## src/rtl/player_motion_if.sv

```systemverilog
// Player position bus: carries the sprite top-edge row and flight status from
// the motion controller (master) to the player drawing logic (slave).
//   luc_loc_o  : 9-bit sprite top-edge y-coordinate
//   airborne_o : high while the player is rising or falling
//   landed_o   : one-cycle pulse on touchdown
interface player_motion_if;
  logic [8:0] luc_loc_o;
  logic       airborne_o;
  logic       landed_o;

  modport master (output luc_loc_o, airborne_o, landed_o);
  modport slave  (input  luc_loc_o, airborne_o, landed_o);
endinterface

```

## src/rtl/player_motion.sv

```systemverilog
// player_motion: frame-rate jump/gravity controller for the player sprite.
// Ports:
//   clk_i        : system/pixel clock
//   rst_i        : asynchronous active-high reset
//   frame_tick_i : one-cycle pulse per frame; all motion updates happen here
//   jump_i       : synchronized, debounced jump button level
//   loc_if       : player_motion_if.master (luc_loc_o, airborne_o, landed_o)
// Optional feature: define PLAYER_DOUBLE_JUMP_EN to allow one mid-air jump
// per flight.
module player_motion #(
  parameter int unsigned PlayerHeight = 60,
  parameter int unsigned ScreenHeight = 480,
  parameter int unsigned JumpVelocity = 12,
  parameter int unsigned Gravity      = 1,
  parameter int unsigned MaxFall      = 12
) (
  input  logic clk_i,
  input  logic rst_i,
  input  logic frame_tick_i,
  input  logic jump_i,
  player_motion_if.master loc_if
);

  localparam int unsigned GroundY = ScreenHeight - PlayerHeight;
  localparam logic [8:0]  GroundY9 = 9'(GroundY);
  localparam logic [5:0]  JumpV6   = 6'(JumpVelocity);
  localparam logic [5:0]  Grav6    = 6'(Gravity);
  localparam logic [5:0]  MaxFall6 = 6'(MaxFall);

  typedef enum logic [1:0] {
    ST_GROUND = 2'd0,
    ST_RISE   = 2'd1,
    ST_FALL   = 2'd2
  } state_t;

  state_t     r_state;
  logic [8:0] r_pos;
  logic [5:0] r_spd;
  logic       r_jump_q;
  logic       r_pending;
  logic       r_landed;

  logic       w_edge;
  logic       w_req;
  logic       w_dbl;
  logic       w_top_clamp;
  logic [8:0] w_rise_pos;
  logic [5:0] w_rise_spd;
  logic [9:0] w_fall_new;
  logic [6:0] w_fall_sum;
  logic [5:0] w_fall_spd;

  // A same-cycle edge counts toward the tick it coincides with.
  assign w_edge = jump_i & ~r_jump_q;
  assign w_req  = r_pending | w_edge;

  assign w_top_clamp = r_pos < 9'(r_spd);
  assign w_rise_pos  = r_pos - 9'(r_spd);
  assign w_rise_spd  = (r_spd > Grav6) ? (r_spd - Grav6) : 6'd0;
  // 10-bit sum so a fast fall near the bottom cannot wrap past 511.
  assign w_fall_new  = 10'(r_pos) + 10'(r_spd);
  assign w_fall_sum  = 7'(r_spd) + 7'(Grav6);
  assign w_fall_spd  = (w_fall_sum > 7'(MaxFall6)) ? MaxFall6 : w_fall_sum[5:0];

`ifdef PLAYER_DOUBLE_JUMP_EN
  logic r_extra;
  assign w_dbl = w_req & r_extra;
`else
  assign w_dbl = 1'b0;
`endif

  // Request capture, state, speed and position; motion only on frame ticks.
  always_ff @(posedge clk_i or posedge rst_i) begin
    if (rst_i) begin
      r_state   <= ST_GROUND;
      r_pos     <= GroundY9;
      r_spd     <= 6'd0;
      r_jump_q  <= 1'b0;
      r_pending <= 1'b0;
      r_landed  <= 1'b0;
`ifdef PLAYER_DOUBLE_JUMP_EN
      r_extra   <= 1'b1;
`endif
    end else begin
      r_jump_q <= jump_i;
      r_landed <= 1'b0;
      if (frame_tick_i) begin
        r_pending <= 1'b0;
      end else if (w_edge) begin
        r_pending <= 1'b1;
      end

      if (frame_tick_i) begin
        case (r_state)
          ST_GROUND: begin
            r_pos <= GroundY9;
            if (w_req) begin
              r_state <= ST_RISE;
              r_spd   <= JumpV6;
            end
          end
          ST_RISE, ST_FALL: begin
            if (w_dbl) begin
              // Mid-air relaunch: position held, speed reloaded upward.
              r_state <= ST_RISE;
              r_spd   <= JumpV6;
`ifdef PLAYER_DOUBLE_JUMP_EN
              r_extra <= 1'b0;
`endif
            end else if (r_state == ST_RISE) begin
              if (w_top_clamp) begin
                r_pos   <= 9'd0;
                r_spd   <= 6'd0;
                r_state <= ST_FALL;
              end else begin
                r_pos <= w_rise_pos;
                r_spd <= w_rise_spd;
                if (w_rise_spd == 6'd0) r_state <= ST_FALL;
              end
            end else begin
              if (w_fall_new >= 10'(GroundY9)) begin
                r_pos    <= GroundY9;
                r_spd    <= 6'd0;
                r_state  <= ST_GROUND;
                r_landed <= 1'b1;
`ifdef PLAYER_DOUBLE_JUMP_EN
                r_extra  <= 1'b1;
`endif
              end else begin
                r_pos <= w_fall_new[8:0];
                r_spd <= w_fall_spd;
              end
            end
          end
          default: begin
            r_state <= ST_GROUND;
            r_pos   <= GroundY9;
            r_spd   <= 6'd0;
          end
        endcase
      end
    end
  end

  assign loc_if.luc_loc_o  = r_pos;
  assign loc_if.airborne_o = (r_state != ST_GROUND);
  assign loc_if.landed_o   = r_landed;

endmodule

```

## src/flat_wrapper.sv

```systemverilog
// flat-port wrapper written by rule: the top's interface ports become plain ports
module player_motion_flat 
#(
  parameter int unsigned PlayerHeight = 60,
  parameter int unsigned ScreenHeight = 480,
  parameter int unsigned JumpVelocity = 12,
  parameter int unsigned Gravity      = 1,
  parameter int unsigned MaxFall      = 12
)
  (clk_i, rst_i, frame_tick_i, jump_i, loc_if_luc_loc_o, loc_if_airborne_o, loc_if_landed_o);
  player_motion_if loc_if_i ();
  input  logic clk_i;
  input  logic rst_i;
  input  logic frame_tick_i;
  input  logic jump_i;
  output wire logic [$bits(loc_if_i.luc_loc_o)-1:0] loc_if_luc_loc_o;
  output wire logic [$bits(loc_if_i.airborne_o)-1:0] loc_if_airborne_o;
  output wire logic [$bits(loc_if_i.landed_o)-1:0] loc_if_landed_o;
  assign loc_if_luc_loc_o = loc_if_i.luc_loc_o;
  assign loc_if_airborne_o = loc_if_i.airborne_o;
  assign loc_if_landed_o = loc_if_i.landed_o;
  player_motion #(.PlayerHeight(PlayerHeight), .ScreenHeight(ScreenHeight), .JumpVelocity(JumpVelocity), .Gravity(Gravity), .MaxFall(MaxFall)) u_core (.clk_i(clk_i), .rst_i(rst_i), .frame_tick_i(frame_tick_i), .jump_i(jump_i), .loc_if(loc_if_i));
endmodule
```

## config.mk

```make
export PLATFORM = sky130hd
export DESIGN_NAME = player_motion_flat
export DESIGN_NICKNAME = d
export VERILOG_FILES = /design/src/rtl/player_motion_if.sv /design/src/rtl/player_motion.sv /design/src/flat_wrapper.sv
export SDC_FILE = /design/constraint.sdc
export NUM_CORES = 1
export LEC_CHECK = 0
export CAP_MARGIN = 25
export CORE_UTILIZATION = 55
export CTS_CLUSTER_SIZE = 14
export DETAILED_ROUTE_END_ITERATION = 10
export PLACE_DENSITY = 0.81
export SLEW_MARGIN = 20
export SYNTH_ARGS = -nofsm -noshare
export SYNTH_HDL_FRONTEND = slang
export SYNTH_SLANG_ARGS = --single-unit
```

## constraint.sdc

```tcl
create_clock -name clk_i -period 6.54 [get_ports clk_i]
set_clock_uncertainty 0.2 [all_clocks]
set_input_delay 1.635 -clock clk_i [delete_from_list [all_inputs] [get_ports clk_i]]
set_output_delay 1.635 -clock clk_i [all_outputs]
set_load 0.01 [all_outputs]
```

==> impl_results.md, run 1 <==
- Status: finished clean
- GPL Wtd Cong: between 0.8 and 0.9
- Drt initial violations: approximately 180
- Crit path time final: 3.901 ns
- Multi-input gate area: 0.001454 sq mm
- Fill cell count: 329
- Crit. End Element: flop
- Slew HR: 39.60%
- Post-Synth XOR/XNOR Area: 3.329%
- Post-CTS Resized: 0
- Total grt overflow: 0
- Arr. time, crit path: 3.89 ns
- Hold buffer count at cts: 0
- Number of clock sinks: 20
- # IOs: 15
- Routed WL: about 5500 microns
- Fraction of registers with async set/reset: between 90% and 100%
- Core ar.: 0.003661 sq mm
- Most used flip-flop cell after synthesis: dfrtp_1
- Synth cell types: 64
- Root Driver: clkbuf_8
- Slowest cell on crit path: clkdlybuf4s50_1
- F_max: 0.2563 GHz
- Syn_nets: ~280
- # nets final: 288
- Syn Area/Cell: about 8.2 sq um
- Max-slew violations: 0
- Reg2Reg Depth: 9
- Max Used Layer: met4
- Critical Path Start: frame_tick_i
- Max clock buf depth: 2
- Vias in the first global route: 1,851
- CP startpoint kind: input port
- Antenna fix cells: 0
- Max Cap Violations: 0
- First-pass DRT Iterations: 5
- Worst hold path type: flop to flop
- Peak VDD IR: 0.2861 mV
- Critical path, cell by cell: clkdlybuf4s50_1, clkinv_1, a21oi_1, nand3b_1, nor2_1, a221oi_1, o21ai_0
- Pwr Total: between 1 and 1.5 mW
- Min-Delay Path Depth: 2
- Mapped cell area: roughly 0.0021 sq mm
- Crit Path Max Fanout: 11
- Starting Density: between 50% and 60%
- H-tree depth: 1
- Setup Crit Path Kind: input port to flop
- CP max stage delay: slightly above 0.7 ns
- Vias per cell: ~6.6
- Routed wl met2: around 2500 microns
- Hold EP: u_core.r_pending
- Die H: 63.86 microns
- Hold_sp: u_core.r_pending
- Multiplexer area fraction after synthesis: 0.4756%
- Final count of negative-setup-slack endpoints: 0
- First-pass GRT wire length: 9087 microns
- FF+latch area: slightly above 500 sq um
- Post-synth EDFFs: 0
- Pleak: approximately 0.89 nW
- Pwr/cell area: 527.3 mW/mm^2
- Chip width: about 64 microns
- WP buf/inv: 2
- Drt wl/cell: 17.67 microns
- Synth Instances: between 200 and 300
- Post-route DRC: 0
- Initial antenna violation count: 0
- Period utilization: about three fifths
- Via Count: slightly above 2,000
- Synth top area cells: dfrtp_1 (19%), ha_1 (11%), a21oi_1 (5.0%)
- Wire length on met3: between 300 and 400 microns
- Worst path top cell family by delay: buffers and inverters
- Setup tns final: 0 ns
- Hold Vio Cnt, Final: 0
- Post-Route M1 WL: 2432 microns
- I/O Buffers: 14
- Adder-Cell Fraction of Synth Area: a little over an eighth
- Hpwl dp: 4042 microns
- All-Layer GR Usage: between 20% and 30%
- Clock transition at path regs: 0.08 ns
- Layout area overhead: 9.215%
- RSZ-0062 raised after global routing: no
- Detail Route Antenna Nets: 0
- Reg2reg start: u_core.r_spd[4]
- Synth warnings: 0
- FF-to-FF End: u_core.loc_if.luc_loc_o[0]
- TritonCTS buffer count: 3
- Seq/Total Area, Yosys: between 20 and 25%
- Skew-Pair Late Insertion Delay: ~0.27 ns
- Setup bufs post-CTS: 0
- CTS tree: built
- Largest net degree at the start of global routing: 21
- Slew at the pin closest to its max-slew limit: approximately 0.90 ns
- Count of state elements after synthesis: 20
- Complex-gate fraction of the synthesized area: between 30 and 40%
- Core Rows: 22
- Biggest area consumer among synthesized cells: dfrtp_1
- Simple-gate share of the synthesized area: 19.56%
- Die footprint: between 0.004 and 0.005 sq mm
- Post-synth top area share: approximately a fifth
- Share of cells above drive strength 1: slightly above 7%
- R2R Setup Slk: around 3.1 ns
- CP required: 6.53 ns
- Main combinational cell family by area after synthesis: compound AO/OA/AOI/OAI gates
==> per-layer routing <==
metal  track usage, %  vias up
met5                0        -
met4            10.80        0
li1                 -      974
met2            44.41       95
met3            5.000       13
met1            39.98      958
==> worst max path at each step <==
stage                                   end  slack, ns  cells past startpoint
after CTS                   u_core.r_spd[3]       2.74                      7
final                       u_core.r_spd[3]       2.64                      7
after floorplan           u_core.r_state[0]       3.49                     10
after global placement      u_core.r_spd[2]       2.48                      6
after detailed placement    u_core.r_spd[3]       2.46                      7
after global routing        u_core.r_spd[3]       2.38                      7
==> through the flow <==
stage | util (%) | cells | setup WS, ns | hold WS (ns) | area (sq um)
2_1_floorplan | - | 256 | 3.490 | 0.2601 | 2105
3_3_place_gp | 61.55 | 306 | 2.484 | 0.3014 | 2253
3_5_place_dp | 61.55 | 306 | 2.456 | 0.2999 | 2253
4_1_cts | 62.78 | 310 | 2.745 | 0.3160 | 2298
5_1_grt | 62.78 | 310 | 2.379 | 0.3627 | 2298
6_report | 62.78 | 310 | 2.639 | 0.3116 | 2298
==> synth_stat cells (all sizes together), types with 3 or more instances <==
cell,n
a21o,3
a21oi,21
a221oi,4
a311oi,5
buf,3
clkbuf,9
dfrtp,16
dfstp,4
ha,19
inv,23
nand2,11
nand3,8
nand4,3
nor2,23
nor2b,4
nor3,13
o2111a,3
o211ai,5
o21ai,20
o221ai,3
o31ai,4
xnor2,7
==> cell families after synthesis <==
group / Yosys count
XOR/XNOR: 8
AND/OR/NAND/NOR: 78
AO/OA/AOI/OAI: 91
multiplexers: 1
flip-flops: 20
buffers and inverters: 37
adder cells (fa/ha/maj): 21
==> flip-flops by register name (all words and copies together) (netlist names) <==
register / count
u_core.loc_if.luc_loc_o: 9
u_core.r_spd: 6
u_core.r_state: 2
u_core.loc_if.landed_o: 1
u_core.r_jump_q: 1
u_core.r_pending: 1
==> report_power, final <==
| part | switching [mW] | total, mW | leakage [nW] | internal [mW] |
|---|---|---|---|---|
| logic | 0.510 | 0.862 | 0.613 | 0.352 |
| clock network | 0.0457 | 0.0893 | 0.0228 | 0.0436 |
| registers | 0.0840 | 0.260 | 0.251 | 0.176 |
| total | 0.640 | 1.21 | 0.887 | 0.572 |
==> cell usage in the layout (no fill, tap or decap), types with 4 or more instances in the layout <==
master / instances
xnor2_1: 7
nand3_1: 8
o211ai_1: 5
a21oi_1: 21
a221oi_1: 4
ha_1: 19
inv_1: 22
nor3_1: 13
clkdlybuf4s50_1: 14
nand2_1: 11
nor2_1: 23
o21ai_0: 17
dfstp_2: 4
o31ai_1: 4
dfrtp_1: 16
==> final cells by class <==
type	instances	area share (%)
well taps	48	2.613
clock buffers	4	1.960
repair buffers	14	6.097
inverters	25	4.083
flip-flops and latches	20	21.99
multi-input cells	199	63.26
==> worst register-to-register path, cell delays in order (launching register included) <==
cell and delay [ns]:
dfrtp_1 0.54, inv_1 0.19, ha_1 0.54, nor2b_2 0.12
a311oi_4 0.40, a21oi_1 0.11, o2111ai_1 0.45, o2111a_2 0.41
nor3_1 0.08, o32ai_1 0.30
Power figures use the tool's default switching activity.
==> inputs of run 2 (changes only) <==
==> constraint.sdc (replaced) <==
create_clock -name clk_i -period 4.1 [get_ports clk_i]
set_clock_uncertainty 0.2 [all_clocks]
set_input_delay 1.025 -clock clk_i [delete_from_list [all_inputs] [get_ports clk_i]]
set_output_delay 1.025 -clock clk_i [all_outputs]
set_load 0.01 [all_outputs]
==> run 2 against run 1 <==
Effect of this change: combinational power is 59% higher; wire length shrank 1.8%; global-route usage up 0.62 points; via count decreased by 1.6%; clock power is 69% higher; clock-buffer cell count unchanged; utilization up 0.48 points; sequential share of layout area shrank 0.17 points; sequential cell count did not move; critical path type is now flop to flop; largest power group unchanged.
==> impl_results.md, run 2 (synthesis results as in run 1) <==
- Worst hold path type: flop to flop
- Share of cells above drive strength 1: 7.985% (+0.73 points)
- End of the critical path: u_core.r_state[0]
- FF+latch area: 505.5 sq um (unchanged)
- First-pass GRT wire length: 9432 microns (+3.8%)
- Chip width: 63.86 microns (unchanged)
- Via Count: 2,007 (-1.6%)
- Crit. End Element: flop
- Peak VDD IR: 0.4579 mV (+60%)
- Reg2reg start: u_core.r_spd[3]
- Clock transition at path regs: 0.07 ns (about the same)
- H-tree depth: 1 (unchanged)
- Arr. time, crit path: 3.27 ns (-0.62 ns)
- Pwr Total: 1.934 mW (+60%)
- Pleak: 0.8973 nW (+1.1%)
- Vias in the first global route: 1,936 (+4.6%)
- Reg2Reg Depth: 8 (-1)
- Routed WL: 5380 microns (-1.8%)
- Slew at the pin closest to its max-slew limit: 0.9191 ns (+0.01845 ns)
- Skew-Pair Late Insertion Delay: 0.26 ns (about the same)
- Number of clock sinks: 20 (unchanged)
- Setup bufs post-CTS: 0 (unchanged)
- First-pass DRT Iterations: 5 (unchanged)
- Max-slew violations: 0 (unchanged)
- Drt initial violations: 264 (+46%)
- CP required: 4.06 ns (-2.47 ns)
- Fill cell count: 307 (-6.7%)
- Drt wl/cell: 17.30 microns (-2.1%)
- Slew HR: 38.36% (-1.2 points)
- Core Rows: 22 (unchanged)
- Setup tns final: 0 ns (unchanged)
- Crit path time final: around 3.3 ns
- # nets final: 289 (+0.35%)
- CTS tree: built
- Critical Path Start: u_core.r_spd[3]
- Vias per cell: 6.453 (-1.9%)
- Root Driver: clkbuf_8
- Pwr/cell area: 835.2 mW/mm^2 (+58%)
- I/O Buffers: 14 (unchanged)
- Commonest cells after routing, fill and taps aside: nor2_1 (23), inv_1 (22), a21oi_1 (21), ha_1 (19), o21ai_0 (17)
- TritonCTS buffer count: 3 (unchanged)
- R2R Setup Slk: 0.79 ns (-2.30 ns)
- Final count of negative-setup-slack endpoints: 0 (unchanged)
- Status: finished clean
- RSZ-0062 raised after global routing: no
- Die footprint: 0.004077 sq mm (unchanged)
- Hold buffer count at cts: 0 (unchanged)
- GPL Wtd Cong: 0.8599 (+0.54%)
- Starting Density: 57.48% (unchanged)
- # IOs: 15 (unchanged)
- Crit Path Max Fanout: 11 (unchanged)
- Setup Crit Path Kind: flop to flop
- Period utilization: approximately 81%
- Multi-input gate area: 0.001454 sq mm (unchanged)
- Core ar.: 0.003661 sq mm (unchanged)
- Antenna fix cells: 0 (unchanged)
- Hold_sp: u_core.loc_if.luc_loc_o[5]
- Largest net degree at the start of global routing: 21 (unchanged)
- F_max: about 0.3 GHz
- Layout area overhead: 10.05%
- Max clock buf depth: 2 (unchanged)
- Die H: 63.86 microns (unchanged)
- Hpwl dp: 4048 microns (+0.15%)
- Post-CTS Resized: 0 (unchanged)
- Detail Route Antenna Nets: 0 (unchanged)
- Max reg flops: 9 (unchanged)
- Post-route DRC: 0 (unchanged)
- Initial antenna violation count: 0 (unchanged)
- FF-to-FF End: u_core.r_state[0]
- Hold Vio Cnt, Final: 0 (unchanged)
- Most common cell after layout, fill and taps aside: nor2_1
- CP startpoint kind: flop
- Total grt overflow: 0 (unchanged)
- Max Cap Violations: 0 (unchanged)
- All-Layer GR Usage: 29.41% (+0.62 points)
[run 2: cell types whose count changed in the layout (fill, tap and decap cells not counted)]
cell / delta
buf_4: +1
clkbuf_1: -1
clkbuf_8: +1
[run 2: layout make-up]
| class | count | area share, % |
|---|---|---|
| timing repair buffer | 15 | 6.375 |
| multi-input combinational | 199 | 62.78 |
| inverter | 25 | 4.052 |
| tap | 48 | 2.593 |
| clock buffer | 4 | 2.377 |
| sequential | 20 | 21.83 |
[run 2: critical path, stage by stage, from the launching register on]
cell	delay [ns]
dfrtp_1	0.57
inv_1	0.18
ha_1	0.45
a2111o_1	0.50
a2111oi_4	0.40
a311oi_2	0.11
o211a_4	0.32
or3b_1	0.38
o311ai_1	0.09
[run 2: how the worst min path moves through the flow]
stage / slack (ns) / endpoint / cells after the start
final: 0.32 / u_core.loc_if.luc_loc_o[5] / 2
after global routing: 0.33 / u_core.loc_if.luc_loc_o[5] / 2
after CTS: 0.32 / u_core.loc_if.luc_loc_o[5] / 2
after detailed placement: 0.31 / u_core.loc_if.luc_loc_o[5] / 2
after global placement: 0.30 / u_core.loc_if.luc_loc_o[5] / 2
after floorplan: 0.26 / u_core.r_pending / 2
[run 2: power by group]
part | total, mW | switching, mW | internal [mW] | leakage (nW)
sequential | 0.416 | 0.134 | 0.282 | 0.251
clock | 0.151 | 0.0652 | 0.0855 | 0.0288
combinational | 1.37 | 0.805 | 0.562 | 0.617
[run 2: metrics by stage]
step	worst slack, ns	cell area (sq um)	hold slack [ns]	cells	util [%]
detailed placement	0.6521	2261	0.3081	307	61.76
floorplan	1.050	2105	0.2601	256	-
global route	0.5540	2316	0.3298	311	63.26
finish	0.7881	2316	0.3167	311	63.26
CTS	0.7968	2316	0.3206	311	63.26
global placement	0.7283	2261	0.3001	307	61.76
[run 2: per-layer routing]
metal,wire [microns],vias to the layer above,global-route usage (%)
met1,2430,936,41.93
met3,308,10,3.393
li1,-,976,-
met4,82,0,9.659
met2,2559,85,46.01
met5,0,-,0
